### config.mk
export PLATFORM = sky130hd
export DESIGN_NAME = cte_scheduler
export DESIGN_NICKNAME = d
export VERILOG_FILES = /design/src/rtl/cte_scheduler.sv
export SDC_FILE = /design/constraint.sdc
export NUM_CORES = 1
export LEC_CHECK = 0
export ABC_AREA = 1
export CELL_PAD_IN_SITES_DETAIL_PLACEMENT = 0
export CELL_PAD_IN_SITES_GLOBAL_PLACEMENT = 1
export CORE_UTILIZATION = 31
export CTS_CLUSTER_DIAMETER = 50
export DETAILED_ROUTE_END_ITERATION = 16
export PLACE_DENSITY = 0.93
export SYNTH_ARGS = -nofsm -noshare
export SYNTH_HDL_FRONTEND = slang
export SYNTH_SLANG_ARGS = --single-unit
### constraint.sdc
create_clock -name clk -period 2.2 [get_ports clk]
set_input_delay 0.33 -clock clk [delete_from_list [all_inputs] [get_ports clk]]
set_output_delay 0.33 -clock clk [all_outputs]
set_load 0.02 [all_outputs]
### src/rtl/cte_scheduler.sv
// Front-end scheduler for the CTE colour-transform engine: arbitrates whole pixel groups between
// the YUV->RGB and RGB->YUV requesters and packs CTE results. Optional watchdog: CTE_SCHED_WDOG_EN.
module cte_scheduler #(
  parameter int CNT_W = 5
) (
  input  logic        clk,
  input  logic        reset,
  input  logic        y_req_valid,
  input  logic [31:0] y_req_data,
  output logic        y_req_ready,
  input  logic        r_req_valid,
  input  logic [47:0] r_req_data,
  output logic        r_req_ready,
  output logic        y_rsp_valid,
  output logic [47:0] y_rsp_data,
  input  logic        y_rsp_ready,
  output logic        r_rsp_valid,
  output logic [31:0] r_rsp_data,
  input  logic        r_rsp_ready,
  output logic        rsp_err,
  output logic        cte_op_mode,
  output logic        cte_in_en,
  output logic [7:0]  cte_yuv_in,
  output logic [23:0] cte_rgb_in,
  input  logic        cte_busy,
  input  logic        cte_out_valid,
  input  logic [23:0] cte_rgb_out,
  input  logic [7:0]  cte_yuv_out
);

  // state | meaning
  // IDLE  | arbitrate, latch granted group
  // FEED  | issue 4 beats to the CTE, stall on busy
  // DRAIN | wait for the remaining CTE results
  // RESP  | hold response until the consumer accepts
  typedef enum logic [1:0] {IDLE, FEED, DRAIN, RESP} state_t;

  if (CNT_W < 2) begin : g_cnt_w_chk
    $error("cte_scheduler: CNT_W must be at least 2");
  end

  state_t      state_q, state_d;
  logic [47:0] grp_q, grp_d;
  logic [47:0] res_q, res_d;
  logic [1:0]  beat_q, beat_d;
  logic [2:0]  rcnt_q, rcnt_d;
  logic        mode_q, mode_d;
  logic        prio_r_q, prio_r_d;
  logic        gnt_y, gnt_r, in_en;
  logic [2:0]  exp_cnt;
  logic [7:0]  yuv_byte;
`ifdef CTE_SCHED_WDOG_EN
  logic [CNT_W-1:0] wd_q, wd_d;
  logic             err_q, err_d;
`endif

  always_ff @(posedge clk or negedge reset) begin
    if (!reset) begin
      state_q  <= IDLE;
      grp_q    <= '0;
      res_q    <= '0;
      beat_q   <= '0;
      rcnt_q   <= '0;
      mode_q   <= 1'b0;
      prio_r_q <= 1'b0;
`ifdef CTE_SCHED_WDOG_EN
      wd_q     <= '0;
      err_q    <= 1'b0;
`endif
    end else begin
      state_q  <= state_d;
      grp_q    <= grp_d;
      res_q    <= res_d;
      beat_q   <= beat_d;
      rcnt_q   <= rcnt_d;
      mode_q   <= mode_d;
      prio_r_q <= prio_r_d;
`ifdef CTE_SCHED_WDOG_EN
      wd_q     <= wd_d;
      err_q    <= err_d;
`endif
    end
  end

  always_comb begin
    state_d  = state_q;
    grp_d    = grp_q;
    res_d    = res_q;
    beat_d   = beat_q;
    rcnt_d   = rcnt_q;
    mode_d   = mode_q;
    prio_r_d = prio_r_q;
    gnt_y    = 1'b0;
    gnt_r    = 1'b0;
    in_en    = 1'b0;
    exp_cnt  = mode_q ? 3'd4 : 3'd2;
`ifdef CTE_SCHED_WDOG_EN
    wd_d     = wd_q;
    err_d    = err_q;
`endif
    unique case (state_q)
      IDLE: begin
        // prio_r_q set means Y was granted last, so R wins a tie
        gnt_y = y_req_valid && (!r_req_valid || !prio_r_q);
        gnt_r = r_req_valid && (!y_req_valid || prio_r_q);
        if (gnt_y || gnt_r) begin
          grp_d    = gnt_y ? {16'h0000, y_req_data} : r_req_data;
          mode_d   = gnt_r;
          prio_r_d = gnt_y;
          beat_d   = 2'd0;
          rcnt_d   = 3'd0;
          res_d    = '0;
`ifdef CTE_SCHED_WDOG_EN
          err_d    = 1'b0;
`endif
          state_d  = FEED;
        end
      end
      FEED: begin
        if (!cte_busy) begin
          in_en  = 1'b1;
          beat_d = beat_q + 2'd1;
          if (beat_q == 2'd3) state_d = DRAIN;
        end
      end
      DRAIN: ;
      RESP: begin
        if (mode_q ? r_rsp_ready : y_rsp_ready) state_d = IDLE;
      end
      default: state_d = IDLE;
    endcase

    if ((state_q == FEED || state_q == DRAIN) && cte_out_valid && rcnt_q < exp_cnt) begin
      if (mode_q) begin
        unique case (rcnt_q[1:0])
          2'd0: res_d[31:24] = cte_yuv_out;
          2'd1: res_d[23:16] = cte_yuv_out;
          2'd2: res_d[15:8]  = cte_yuv_out;
          default: res_d[7:0] = cte_yuv_out;
        endcase
      end else if (rcnt_q[0]) begin
        res_d[23:0] = cte_rgb_out;
      end else begin
        res_d[47:24] = cte_rgb_out;
      end
      rcnt_d = rcnt_q + 3'd1;
    end

    if (state_q == DRAIN && rcnt_d == exp_cnt) state_d = RESP;

`ifdef CTE_SCHED_WDOG_EN
    // a normal completion in the same cycle as expiry wins over the abort
    if (state_q == FEED) begin
      wd_d = '0;
    end else if (state_q == DRAIN) begin
      wd_d = wd_q + {{(CNT_W-1){1'b0}}, 1'b1};
      if (state_d == DRAIN && &wd_d) begin
        state_d = RESP;
        err_d   = 1'b1;
      end
    end
`endif
  end

  always_comb begin
    unique case (beat_q)
      2'd0: yuv_byte = grp_q[31:24];
      2'd1: yuv_byte = grp_q[23:16];
      2'd2: yuv_byte = grp_q[15:8];
      default: yuv_byte = grp_q[7:0];
    endcase
  end

  // gated by reset so the grant pulse cannot leak out while reset is held
  assign y_req_ready = reset & gnt_y;
  assign r_req_ready = reset & gnt_r;
  assign cte_in_en   = in_en;
  assign cte_op_mode = mode_q;
  assign cte_yuv_in  = (state_q == FEED && !mode_q) ? yuv_byte : 8'h00;
  assign cte_rgb_in  = (state_q == FEED && mode_q) ?
                       (beat_q[1] ? grp_q[23:0] : grp_q[47:24]) : 24'h000000;
  assign y_rsp_valid = (state_q == RESP) && !mode_q;
  assign r_rsp_valid = (state_q == RESP) && mode_q;
  assign y_rsp_data  = y_rsp_valid ? res_q : 48'h0;
  assign r_rsp_data  = r_rsp_valid ? res_q[31:0] : 32'h0;
`ifdef CTE_SCHED_WDOG_EN
  assign rsp_err     = (state_q == RESP) & err_q;
`else
  assign rsp_err     = 1'b0;
`endif

endmodule
== Yosys cells after proc, flatten, opt, wreduce, memory -nomap -nowiden ==
Cells that the tools add are included.
Cells by class
  add/sub/neg operators: 2
  $mul: 0
  div/mod/pow operators: 0
  $lt $le $gt $ge: 1
  eq/ne operators: 15
  shift operators: 0
  muxes and demuxes: 36
  bitwise operators: 2
  reductions and logical operators: 26
Operators with widths (number)
  $mux W48: 5
  $mux W24: 4
  $mux W32: 2
  $mux W8: 5
  $pmux W8 S3: 1
  $mux W16: 1
  $mux W2: 7
  $mux W3: 4
  $eq A2 B2 Y1 const B: 5
  $logic_and A1 B1 Y1: 9
  $eq A2 B1 Y1 const B: 3
  $logic_not A2 Y1: 3
  $ne A3 B2 Y1 const B: 2
  $ne A3 B3 Y1 const B: 2
  $pmux W2 S3: 1
  $mux W1: 5
  $reduce_and A5 Y1: 1
  $logic_not A1 Y1: 4
  $logic_or A1 B1 Y1: 4
  $ne A2 B2 Y1 const B: 2
  $pmux W2 S2: 1
  $reduce_bool A4 Y1: 1
  $add A3 B1 Y3 const B: 1
  $eq A3 B3 Y1: 1
  7 further kinds: 8
Word-level totals
  bits in registers: 105
  bits in latches: 0
  bits in writable memories: 0
  bits in read-only memories: 0
  output and inout port bits: 119
  word-level logic and storage cells: 89
  memories kept: 0

== Depth between registers and ports, before layout ==
Gate-level depths: netlist of the first run.
  depth after elaboration: 11
  depth in mapped cells: 14
  mapped depth without buffers: 13

== Worst setup path before layout of the first run ==
No wires, ideal clock.
  path kind: register to output
  from: register beat_q[1]
  to: output cte_yuv_in[6]
  data arrival time: 1.900 ns
  slack: -0.030 ns
  cell stages (with the launch flop): 8
  path buffers: 3
  cells stage by stage: dfrtp_1 > clkbuf_1 > inv_1 > clkbuf_1 > ha_1 > buf_1 > nand2_1 > a31oi_1
On the way
  longest elaborated chain between the ends: 3
Ends and longest elaborated chain
  start: declaration: RTL line 45  | logic [1:0] beat_q, beat_d;
  start signal: assignment: RTL line 74  | beat_q <= beat_d;
  $eq A2 B2 Y1, or another cell as far along: RTL line 166  | unique case (beat_q)
  $pmux W8 S3 *: RTL line 166
  $mux W8 *: RTL line 179  | assign cte_yuv_in = (state_q == FEED && !mode_q) ? yuv_byte : 8'h00;
  end: declaration: RTL line 23  | output logic [7:0] cte_yuv_in,
Mark *: on every way between the ends. The rest lies on a longest branch, timed or not.

== Final worst setup path of the first run ==
  from: register state_q[0]
  to: output r_rsp_data[14]
On the way
  longest elaborated chain between the ends: 3
Ends and longest elaborated chain
  start: declaration: RTL line 42  | state_t state_q, state_d;
  start signal: assignment: RTL line 71  | state_q <= state_d;
  $eq A2 B2 Y1: RTL line 183  | assign r_rsp_valid = (state_q == RESP) && mode_q;
  $logic_and A1 B1 Y1: RTL line 183
  $mux W32: RTL line 185  | assign r_rsp_data = r_rsp_valid ? res_q[31:0] : 32'h0;
  end: declaration: RTL line 18  | output logic [31:0] r_rsp_data,
No other way between the ends.

==> impl_metrics.env, run 1 <==
export IMPL_drtIter0Drc=384
export IMPL_reg2reg_to="res_q[38]$_DFF_PN0_"
export IMPL_clockBufferDepth=2
export IMPL_syn_avg_cell_area_um2=7.15
export IMPL_fin_worst_skew_ps=8.67
export IMPL_die_area_mm2=0.0204
export IMPL_cts_made_buffers=9
export IMPL_path_cells="buf_4 > ha_2 > nand2_1 > buf_12 > nor2_1 > dlygate4sd2_1"
export IMPL_ys_top_cells_by_area="dfrtp_1 (43%), nand2_1 (13%), nor2_1 (8.1%), nand3_1 (7.2%), inv_1 (5.9%)"
export IMPL_pin_count=239
export IMPL_antenna_cells=0
export IMPL_synth_top_cell_area_share=0.427
export IMPL_nFillCells=1926
export IMPL_vias_per_cell=4.86
export IMPL_synth_ff_latch_count=105
export IMPL_p_leak_nw=4.28
export IMPL_yosys_warnings=0
export IMPL_worst_slew_pin_slew_ps=590
export IMPL_fp_dieH_um=143
export IMPL_wire_per_inst_um=16.5
export IMPL_cts_setup_buffers=0
export IMPL_grt_overflow_total=0
export IMPL_setup_viol=0
export IMPL_cpMaxStageDelayCell="dfrtp_1"
export IMPL_grt_max_degree=106
export IMPL_multi_input_area_mm2=0.00302
export IMPL_start_util=0.316
export IMPL_yosys_area_top_type="dfrtp_1"
export IMPL_ir_worst_vdd_v=0.000508
export IMPL_slew_violations=0
export IMPL_start_kind="flip-flop"
export IMPL_tns_ps=0
export IMPL_grt_pass1_vias=6173
export IMPL_grt_usage=0.215
export IMPL_htreeDepth=3
export IMPL_cp_max_fo=34
export IMPL_clkPwrFrac=0.151
export IMPL_crit_path_end_kind="output pin"
export IMPL_switchingPower_w=0.00515
export IMPL_dr_pass1_iters=5
export IMPL_clkTransAtPathRegs_ps=70
export IMPL_power_frac_comb=0.532
export IMPL_slew_headroom=0.607
export IMPL_p_per_area_mw_per_mm2=1220
export IMPL_io_buffers=237
export IMPL_hold_violations=0
export IMPL_seqCellArea_mm2=0.00263
export IMPL_root_buffer="clkbuf_16"
export IMPL_min_path_type="in2async"
export IMPL_core_mm2=0.0195
export IMPL_critical_path_class="reg2out"
export IMPL_insertion_delay_ps=350
export IMPL_timing_fmax_mhz=472
export IMPL_switching_share=0.465
export IMPL_rsz0062_at_grt="true"
export IMPL_max_stage_delay_ps=390
export IMPL_totalWireLength_mm=22.3
export IMPL_seqPwrFrac=0.317
export IMPL_syn_inst=862
export IMPL_dr_total_vias=6584
export IMPL_p_int_w=0.00593
export IMPL_r2r_slack_ps=150
export IMPL_yosysSeqAreaShare=0.427
export IMPL_post_route_period_util=0.963
export IMPL_cts_tree="yes"
export IMPL_gp_congestion=0.863
export IMPL_clkSinkCount=105
export IMPL_critical_path_arrival_ps=1790
export IMPL_antenna_found_initial=0
export IMPL_grt_pass1_wl_mm=33.5
export IMPL_syn_area_mm2=0.00616
export IMPL_place_inst=1335
export IMPL_final_util=0.468
export IMPL_drv_cap=0
export IMPL_syn_to_final_growth_pct=47.9
export IMPL_reg2reg_from="cte_op_mode$_DFFE_PN0P_"
export IMPL_die_w_um=143
export IMPL_whs_ps=74.6
export IMPL_nets=1220
export IMPL_ant_nets=0
export IMPL_required_ps=1870
export IMPL_power_total_w=0.0111
export IMPL_ys_types=31
export IMPL_dpl_hpwl_mm=15.9
export IMPL_synthesis_nets=996
export IMPL_num_rows=51
export IMPL_drc_errors=0
export IMPL_fin_cells=1355
export IMPL_cts_hold_buf=0
export IMPL_ff2ff_path_depth=10
export IMPL_outcome="finished, final reports clean"
export IMPL_drive_gt1_frac=0.122
export IMPL_fin_crit_ps=2120
==> repair_timing <==
item	4_1_cts	5_1_grt
cloned	0	5
pin swaps	0	0
resized for setup	173	121
endpoints found under the setup margin	123	139
==> how the worst max path moves through the flow <==
stage | from | endpoint | slack, ps | depth (start not counted)
final | state_q[0]$_DFFE_PN0P_ | r_rsp_data[14] | 80 | 6
after global routing | state_q[1]$_DFFE_PN0P_ | cte_yuv_in[6] | -30 | 8
after floorplan | beat_q[1]$_DFFE_PN0P_ | cte_yuv_in[0] | 60 | 7
after CTS | state_q[0]$_DFFE_PN0P_ | y_rsp_data[30] | -10 | 6
after detailed placement | beat_q[1]$_DFFE_PN0P_ | cte_yuv_in[7] | -40 | 5
after global placement | state_q[1]$_DFFE_PN0P_ | cte_yuv_in[7] | -50 | 8
==> per-stage QoR <==
step                cell area (um2)  worst slack (ps)
floorplan                      6210              57.4
global placement               8920             -48.1
detailed placement             8920             -44.7
CTS                            9100             -12.8
global route                   9110             -29.7
finish                         9110              82.2
==> critical path, delay by kind of cell, from the launching register on <==
family | cells | cell delay, ps
buffers and inverters | 3 | 660
DFF | 1 | 390
and+or+nand+nor | 2 | 160
adders and majority gates | 1 | 210
==> layout make-up <==
class / instances / area share
clock inverter: 4 / 0.00577
multi-input combinational: 606 / 0.331
clock buffer: 11 / 0.0277
inverter: 99 / 0.0416
timing repair buffer: 265 / 0.269
tap: 265 / 0.0364
sequential: 105 / 0.288
==> registers in the layout (all words and copies together) (netlist names) <==
register,cells
grp_q,48
state_q,2
rcnt_q,3
res_q,48
beat_q,2
cte_op_mode,1
prio_r_q,1
==> routing by layer <==
| metal | vias up | global-route usage | part of all wire |
|---|---|---|---|
| met5 | - | 0 | 0 |
| met1 | 3023 | 0.263 | 0.41 |
| li1 | 3218 | - | - |
| met4 | 0 | 0.0713 | 0.017 |
| met3 | 23 | 0.0503 | 0.089 |
| met2 | 320 | 0.369 | 0.49 |
==> synth_stat cells <==
cell type / count
a31oi_1: 40
nor2_2: 1
o21ai_4: 2
buf_2: 15
nand3_1: 89
nand2_4: 1
nand3_4: 1
xnor2_1: 1
inv_1: 96
nand4_1: 1
o21ai_0: 26
clkbuf_1: 26
nand2_2: 1
nand2_1: 213
o211ai_1: 8
o21a_1: 1
dfrtp_1: 105
a21oi_1: 50
inv_6: 1
nor2_4: 3
conb_1: 1
buf_6: 5
nand3_2: 2
o221ai_1: 8
nor2_1: 133
o21ai_1: 4
inv_2: 2
buf_4: 2
buf_1: 6
o21ai_2: 4
ha_1: 14
==> cell usage in the layout (no fill, tap or decap), drive strengths merged, types with 3 or more instances in the layout <==
| cell | instances |
|---|---|
| clkdlybuf4s50 | 119 |
| o221ai | 8 |
| clkdlybuf4s15 | 33 |
| clkinv | 3 |
| o21ai | 36 |
| nand3 | 94 |
| dfrtp | 105 |
| a21oi | 50 |
| nand2 | 215 |
| inv | 99 |
| dlygate4sd2 | 36 |
| clkbuf | 45 |
| ha | 14 |
| o211ai | 8 |
| buf | 43 |
| a31oi | 40 |
| nor2 | 137 |
==> power groups by stage <==
stage               clock, W  sequential [W]  combinational (W)
floorplan                  0         0.00327            0.00382
global placement           0         0.00351            0.00569
detailed placement         0         0.00353            0.00579
CTS                  0.00170         0.00350            0.00560
global route         0.00178         0.00362            0.00656
finish               0.00168         0.00351            0.00590
==> cells by family after synthesis <==
group	after synthesis	synth area share
buf+inv	153	0.104
other cells	1	0.000609
fa+ha+maj	14	0.0284
flops	105	0.427
compound gates	143	0.139
simple gates	445	0.300
xor+xnor	1	0.00142
Power figures use the tool's default switching activity.
==> inputs of run 2 (changes only) <==
--- a/config.mk
+++ b/config.mk
@@ -8,10 +8,12 @@
 export ABC_AREA = 1
 export CELL_PAD_IN_SITES_DETAIL_PLACEMENT = 0
 export CELL_PAD_IN_SITES_GLOBAL_PLACEMENT = 1
+export CORE_MARGIN = 2
 export CORE_UTILIZATION = 31
 export CTS_CLUSTER_DIAMETER = 50
 export DETAILED_ROUTE_END_ITERATION = 16
 export PLACE_DENSITY = 0.93
+export SLEW_MARGIN = 30
 export SYNTH_ARGS = -nofsm -noshare
 export SYNTH_HDL_FRONTEND = slang
 export SYNTH_SLANG_ARGS = --single-unit
==> run 2 against run 1 <==
Net effect: worst hold slack gained 35 ps; combinational power is 3.9% lower; via count fell by 0.74%; clock power is 2% higher; maximum frequency decreased by 1.9%.
==> impl_metrics.env, run 2 (synthesized netlist as in run 1, its figures left out) <==
export IMPL_fin_cells=1353
export IMPL_fin_crit_ps=2160
export IMPL_cts_setup_buffers=0
export IMPL_wire_per_inst_um=16.0
export IMPL_switchingPower_w=0.00501
export IMPL_hold_violations=0
export IMPL_drv_cap=0
export IMPL_start_kind="flip-flop"
export IMPL_grt_pass1_vias=6119
export IMPL_root_buffer="clkbuf_16"
export IMPL_syn_to_final_growth_pct=46.2
export IMPL_num_rows=51
export IMPL_min_path_type="in2async"
export IMPL_timing_fmax_mhz=463
export IMPL_drive_gt1_frac=0.116
export IMPL_io_buffers=237
export IMPL_nets=1218
export IMPL_p_int_w=0.00591
export IMPL_switching_share=0.459
export IMPL_r2r_slack_ps=170
export IMPL_ff2ff_path_depth=11
export IMPL_drc_errors=0
export IMPL_whs_ps=109
export IMPL_power_total_w=0.0109
export IMPL_htreeDepth=3
export IMPL_crit_path_end_kind="output pin"
export IMPL_place_inst=1337
export IMPL_cp_max_fo=8
export IMPL_slew_violations=0
export IMPL_start_util=0.316
export IMPL_reg2reg_to="res_q[40]$_DFF_PN0_"
export IMPL_fp_dieH_um=145
export IMPL_seqPwrFrac=0.322
export IMPL_p_per_area_mw_per_mm2=1210
export IMPL_clockBufferDepth=2
export IMPL_totalWireLength_mm=21.6
export IMPL_cts_made_buffers=9
export IMPL_p_leak_nw=4.28
export IMPL_ir_worst_vdd_v=0.000517
export IMPL_reg2reg_from="state_q[0]$_DFFE_PN0P_"
export IMPL_antenna_cells=0
export IMPL_grt_overflow_total=0
export IMPL_required_ps=1870
export IMPL_slew_headroom=0.472
export IMPL_final_common_cell="nand2_1"
export IMPL_setup_viol=0
export IMPL_rsz0062_at_grt="true"
export IMPL_layout_common_cells="nand2_1 (212), nor2_1 (133), clkdlybuf4s50_1 (119)"
export IMPL_core_mm2=0.0195
export IMPL_gp_congestion=0.861
export IMPL_clkSinkCount=105
export IMPL_outcome="finished, final reports clean"
export IMPL_die_area_mm2=0.0210
export IMPL_drtIter0Drc=391
export IMPL_clkPwrFrac=0.158
export IMPL_reg_largest_list="grp_q: 48 flops, res_q: 48 flops, rcnt_q: 3 flops"
export IMPL_ant_nets=0
export IMPL_worst_slew_pin_slew_ps=791
export IMPL_fin_worst_skew_ps=7.48
export IMPL_power_frac_comb=0.520
export IMPL_critical_path_arrival_ps=1830
export IMPL_clkTransAtPathRegs_ps=70
export IMPL_place_area_mm2=0.00890
export IMPL_insertion_delay_ps=350
export IMPL_cts_hold_buf=0
export IMPL_final_area_mm2=0.00901
export IMPL_grt_max_degree=89
export IMPL_die_w_um=145
export IMPL_pin_count=239
export IMPL_cts_tree="yes"
export IMPL_dpl_hpwl_mm=16.3
export IMPL_dr_total_vias=6535
export IMPL_grt_usage=0.201
export IMPL_dr_pass1_iters=5
export IMPL_antenna_found_initial=1
export IMPL_nFillCells=2001
export IMPL_vias_per_cell=4.83
export IMPL_critical_path_class="reg2out"
export IMPL_post_route_period_util=0.982
export IMPL_grt_pass1_wl_mm=33.5
run 2: worst max path at each step:
stage	slack, ps	start	to	cells past startpoint
after floorplan	60	beat_q[1]$_DFFE_PN0P_	cte_yuv_in[0]	7
after global placement	-30	state_q[1]$_DFFE_PN0P_	cte_rgb_in[3]	6
after detailed placement	-10	state_q[1]$_DFFE_PN0P_	cte_yuv_in[0]	8
after CTS	1	beat_q[1]$_DFFE_PN0P_	cte_rgb_in[0]	5
after global routing	-50	state_q[1]$_DFFE_PN0P_	cte_yuv_in[0]	8
final	40	beat_q[1]$_DFFE_PN0P_	cte_yuv_in[0]	5
run 2: final cells by class:
type / instances / area (um2) / share of cell area
multi-input combinational: 604 / 2970 / 0.329
sequential: 105 / 2630 / 0.292
clock inverter: 2 / 35.0 / 0.00389
inverter: 99 / 377 / 0.0418
clock buffer: 13 / 280 / 0.0311
timing repair buffer: 265 / 2390 / 0.265
tap: 265 / 332 / 0.0368
run 2: worst max-delay path: stages, from the launching register on:
cell	delay (ps)
dfrtp_1	400
buf_4	160
ha_1	340
nand2_1	110
a31oi_2	270
buf_4	200
run 2: routing by layer:
| layer | up-vias | wire length [um] | track usage | part of all wire |
|---|---|---|---|---|
| met5 | - | 13 | 0 | 0.00060 |
| met4 | 2 | 603 | 0.0772 | 0.028 |
| met3 | 34 | 1830 | 0.0531 | 0.085 |
| met2 | 296 | 10100 | 0.338 | 0.47 |
| met1 | 2996 | 9110 | 0.248 | 0.42 |
| li1 | 3207 | - | - | - |
run 2: repair_timing:
item,CTS,global route
gates cloned,1,0
setup endpoints to repair,117,92
gates resized for setup,155,115
pin swaps,0,0
run 2: stage by stage:
| step | util | setup TNS [ps] | setup WS [ps] |
|---|---|---|---|
| after detailed placement | 0.457 | -10.5 | -10.5 |
| after global placement | 0.457 | -57.5 | -25.3 |
| final | 0.463 | 0 | 40.1 |
| after global routing | 0.463 | -152 | -53.4 |
| after CTS | 0.468 | 0 | 1.04 |
| after floorplan | - | 0 | 57.4 |
run 2: power groups by stage:
stage	combinational, W	sequential, W	clock [W]
2_1_floorplan	0.00382	0.00327	0
3_3_place_gp	0.00569	0.00352	0
3_5_place_dp	0.00576	0.00354	0
4_1_cts	0.00567	0.00351	0.00176
5_1_grt	0.00630	0.00362	0.00183
6_report	0.00567	0.00352	0.00172
